`src/rtl/beep_sequencer.sv`:
```
// beep_sequencer: arbitrates buzzer events and plays one beep pattern at a time.
// Event ids: 0 = interval change (1 kHz, 1 beep), 1 = skip (500 Hz, 2 beeps),
// 2 = finish (2 kHz, 3 long beeps). Fixed priority 2 > 1 > 0; finish preempts.
module beep_sequencer #(
    parameter int ON_TICKS   = 20,
    parameter int LONG_TICKS = 50,
    parameter int OFF_TICKS  = 10
) (
    input  logic       Clk,
    input  logic       reset,
    input  logic       tick,
    input  logic [2:0] req,
    input  logic       beep500,
    input  logic       beep1k,
    input  logic       beep2k,
    output logic       BuFreq,
    output logic       busy,
    output logic [2:0] ack,
    output logic [1:0] active_id
);

    localparam int MAX_A = (ON_TICKS > LONG_TICKS) ? ON_TICKS : LONG_TICKS;
    localparam int MAX_T = (MAX_A > OFF_TICKS) ? MAX_A : OFF_TICKS;
    localparam int TW    = (MAX_T > 1) ? $clog2(MAX_T) : 1;

    localparam logic [TW-1:0] ON_LAST   = TW'(ON_TICKS - 1);
    localparam logic [TW-1:0] LONG_LAST = TW'(LONG_TICKS - 1);
    localparam logic [TW-1:0] OFF_LAST  = TW'(OFF_TICKS - 1);

    typedef enum logic [1:0] {IDLE, ON, OFF} state_t;

    state_t        state, state_n;
    logic [2:0]    pending, pending_n;
    logic [2:0]    ack_n;
    logic [1:0]    id_n;
    logic [TW-1:0] tcnt, tcnt_n;
    logic [1:0]    bcnt, bcnt_n;

    logic          playing2;
    logic [2:0]    req_eff;
    logic [2:0]    cand;
    logic [1:0]    grant_id;
    logic [TW-1:0] phase_last;
    logic          phase_end;
    logic          do_grant;

    // State register; async reset silences the buzzer immediately.
    always_ff @(posedge Clk or posedge reset) begin
        if (reset) begin
            state     <= IDLE;
            pending   <= 3'b000;
            tcnt      <= '0;
            bcnt      <= 2'd0;
            ack       <= 3'b000;
            active_id <= 2'd3;
        end else begin
            state     <= state_n;
            pending   <= pending_n;
            tcnt      <= tcnt_n;
            bcnt      <= bcnt_n;
            ack       <= ack_n;
            active_id <= id_n;
        end
    end

    // Next-state: arbitration, phase timing, preemption and pending bookkeeping.
    always_comb begin
        state_n   = state;
        tcnt_n    = tcnt;
        bcnt_n    = bcnt;
        id_n      = active_id;
        ack_n     = 3'b000;
        do_grant  = 1'b0;

        // A finish request during a finish pattern is dropped entirely.
        playing2  = (state != IDLE) && (active_id == 2'd2);
        req_eff   = req & {~playing2, 2'b11};
        cand      = pending | req_eff;
        pending_n = pending | req_eff;

        if (cand[2])      grant_id = 2'd2;
        else if (cand[1]) grant_id = 2'd1;
        else              grant_id = 2'd0;

        if (state == ON) phase_last = (active_id == 2'd2) ? LONG_LAST : ON_LAST;
        else             phase_last = OFF_LAST;
        phase_end = tick && (tcnt == phase_last);

        case (state)
            IDLE: begin
                if (|cand) do_grant = 1'b1;
            end
            ON: begin
                if (req_eff[2] && active_id != 2'd2) begin
                    do_grant = 1'b1;
                end else if (phase_end) begin
                    state_n = OFF;
                    tcnt_n  = '0;
                end else if (tick) begin
                    tcnt_n = tcnt + TW'(1);
                end
            end
            OFF: begin
                if (req_eff[2] && active_id != 2'd2) begin
                    do_grant = 1'b1;
                end else if (phase_end) begin
                    // Beep count per id is id+1: this was the last beep when bcnt == id.
                    if (bcnt == active_id) begin
                        if (|cand) begin
                            do_grant = 1'b1;
                        end else begin
                            state_n = IDLE;
                            id_n    = 2'd3;
                            tcnt_n  = '0;
                            bcnt_n  = 2'd0;
                        end
                    end else begin
                        state_n = ON;
                        tcnt_n  = '0;
                        bcnt_n  = bcnt + 2'd1;
                    end
                end else if (tick) begin
                    tcnt_n = tcnt + TW'(1);
                end
            end
            default: begin
                state_n = IDLE;
                id_n    = 2'd3;
            end
        endcase

        if (do_grant) begin
            state_n             = ON;
            id_n                = grant_id;
            tcnt_n              = '0;
            bcnt_n              = 2'd0;
            ack_n[grant_id]     = 1'b1;
            pending_n[grant_id] = 1'b0;
            if (grant_id == 2'd2) pending_n = 3'b000;
        end
    end

    // Buzzer output: tone of the playing id while ON, silent otherwise.
    always_comb begin
        BuFreq = 1'b0;
        if (state == ON) begin
            case (active_id)
                2'd0:    BuFreq = beep1k;
                2'd1:    BuFreq = beep500;
                2'd2:    BuFreq = beep2k;
                default: BuFreq = 1'b0;
            endcase
        end
    end

    assign busy = (state != IDLE);

endmodule

```
`config.mk`:
```
export PLATFORM = sky130hd
export DESIGN_NAME = beep_sequencer
export DESIGN_NICKNAME = d
export VERILOG_FILES = /design/src/rtl/beep_sequencer.sv
export SDC_FILE = /design/constraint.sdc
export NUM_CORES = 1
export LEC_CHECK = 0
export CELL_PAD_IN_SITES_DETAIL_PLACEMENT = 0
export CELL_PAD_IN_SITES_GLOBAL_PLACEMENT = 1
export CORE_MARGIN = 5
export CORE_UTILIZATION = 43
export DETAILED_ROUTE_END_ITERATION = 7
export PLACE_DENSITY = 0.76
export SLEW_MARGIN = 0
export SYNTH_ARGS = -nofsm -noshare
export SYNTH_HDL_FRONTEND = slang
export SYNTH_SLANG_ARGS = --single-unit
export TNS_END_PERCENT = 5
```
`constraint.sdc`:
```
create_clock -name Clk -period 2.6 [get_ports Clk]
set_input_delay 0.52 -clock Clk [delete_from_list [all_inputs] [get_ports Clk]]
set_output_delay 0.52 -clock Clk [all_outputs]
set_load 0.005 [all_outputs]
```
==> results.ini <==
[synthesis]
async_flop_share_pct=100
yosysSeqAreaShare_pct=34.2
synthTopCellsByCount=16 x dfrtp_1, 15 x nor2_1, 14 x inv_1
synth_edf_count=0
synth_area_per_cell_um2=10.2
yosysMostFrequentCell=dfrtp_1
synth_cells=130
yosys_most_used_dff=dfrtp_1
ys_types=55
synth_top_area_cell=dfrtp_1
yosysWarnings=0
synthTopCellsByArea=dfrtp_1 30%, ha_1 5.7%, nor2_1 4.3%, dfstp_2 4.0%, inv_1 4.0%
netlist.area_leader.share_pct=30.2
syn_area_um2=1320
ys_seq_elements=18
synth_fp_nets=145

[layout]
drive_gt1_share_pct=21.6
final_area_um2=1530
area_growth_pct=15.8
utilization_pct=51.0
nets=164
antenna_cells=0

[die]
start_util_pct=44.1
ios=16
core.rowCount=20
die_h_um=65.5
die-area_um2=4290
fp.dieW_um=65.5
coreArea_um2=3000

[timing]
finalWorstSetupSlack_ns=0.239
timing.setup.tns_ns=0
fin_worst_hold_slack_ns=0.535
finalCritPeriodShare_pct=90.8
rsz0062_at_grt=no
finalSetupViolCount=0
fin_crit_ns=2.36
slew_headroom_pct=51.7
hold_viol=0
slew_violations=0
worstMarginPinSlew_ns=0.724
finClkSkew_ns=0.0137
fmax_mhz=424

[worst_setup_path]
critPathLaunchType=flip-flop
endpoint_kind=primary output
reg2reg_depth=8
critPathRequiredTime_ns=2.08
crit_fanout=7
crit_type=reg2out
cp.arrival_ns=1.84

[placed_design]
placed_area_um2=1500
gp_congestion=0.821
portBuffers=15
hpwl_mm=2.13
dpl_worst_slack_ns=0.168

[detailed_routing]
firstDrtPassIters=5
wl_per_cell_um=15.6
wl_met1_mm=1.36
drc=0
top_layer=met4
met2WireLength_mm=1.29
wl_met3_um=116
drtIter0Drc=38
drt_wl_total_mm=2.82
vias=1027
ant_nets=0
vias_per_cell=5.67

[clock_tree]
path_clk_slew_ns=0.11
postCtsSetupRepairBufs=0
clock_sinks=18
cts_buffers=3
cts_hold_buf=0
clock_latency_ns=0.31
post_cts_resize_count=0
clock-root-buffer=clkbuf_4
ctsHtreeMaxLevel=1
cts_tree=done
clock_path_buffers=2

[min_path]
hp-class=reg2reg
whs_path_depth=2

[status]
status=completed

[power]
power.leakage_nw=0.664
power_density_nw_per_um2=748
irDropWorstVdd_v=0.000326

[grt]
grt_overflow=0
grt_max_degree=19
grt_pass1_wl_mm=4.95
antenna_found_initial=0
grt_pass1_vias=1023
track_usage_pct=15.0

[job]
drv_cap=0

==> power by group <==
group          switching (W)  total [W]  internal, W
Clock               0.000102   0.000188    0.0000855
Sequential         0.0000940   0.000458     0.000364
Combinational       0.000239   0.000501     0.000262
Total               0.000436    0.00115     0.000711
==> placed cells by master (no fill, tap or decap), drive strengths merged, types with 2 or more instances in the layout <==
master and instances:
o21ai 6, nor2 16, nand3 4, nand2 8, ha 6, a211o 3, a22o 2, mux2i 2
a22oi 2, dfstp 2, xnor2 2, clkdlybuf4s50 15, buf 2, and2 3, a21boi 2, dfrtp 16
inv 14, nand3b 2, nor4b 4, or2b 2, a21oi 4, nor3 4, clkbuf 4
==> path summary, 6_finish.rpt <==
| path | startpoint | endpoint | slack, ns |
|---|---|---|---|
| setup / recovery | state[1] | BuFreq | 0.24 |
| hold / removal | pending[0] | pending[0] | 0.54 |
| setup reg to reg | state[1] | bcnt[1] | 0.24 |
| hold reg to reg | pending[0] | pending[0] | 0.54 |
| max in group asynchronous | reset | pending[2] | 1.52 |
| min in group asynchronous | reset | tcnt[4] | 0.61 |
==> worst max-delay path: stages, from the launching register on <==
cell             delay (ns)
dfrtp_1                0.43
inv_1                  0.12
ha_1                   0.32
and2_1                 0.17
clkdlybuf4s50_1        0.49
==> sequential cells by signal, indices dropped and copies added, names as in the netlist <==
register   count
ack            3
active_id      2
bcnt           2
pending        3
state          2
tcnt           6
==> layout make-up <==
| type | count | area [µm²] |
|---|---|---|
| Tap cell | 33 | 41.3 |
| Multi-Input combinational cell | 95 | 785 |
| Clock buffer | 4 | 36.3 |
| Fill cell | 292 | 1470 |
| Timing Repair Buffer | 17 | 165 |
| Inverter | 14 | 52.6 |
| Sequential cell | 18 | 453 |
==> metal layers <==
metal	vias to the layer above	global-route usage, %
met5	-	0
met4	0	6.99
met3	5	2.56
met2	23	22.9
met1	494	20.4
li1	505	-
==> metrics by stage <==
stage                     std cells  power [W]
final                           181    0.00115
after global routing            181    0.00122
after CTS                       181    0.00115
after detailed placement        177   0.000966
after global placement          177   0.000958
after floorplan                 130   0.000825
==> cell families after synthesis <==
| logic type | count (synthesis) | share of synthesized area [%] |
|---|---|---|
| mux | 3 | 3.31 |
| xor+xnor | 2 | 1.32 |
| fa+ha+maj | 6 | 5.67 |
| simple gates | 50 | 26.6 |
| compound gates | 34 | 22.4 |
| buf+inv | 17 | 6.52 |
| flops | 18 | 34.2 |
Note: power is estimated with default switching activity, not from simulation.
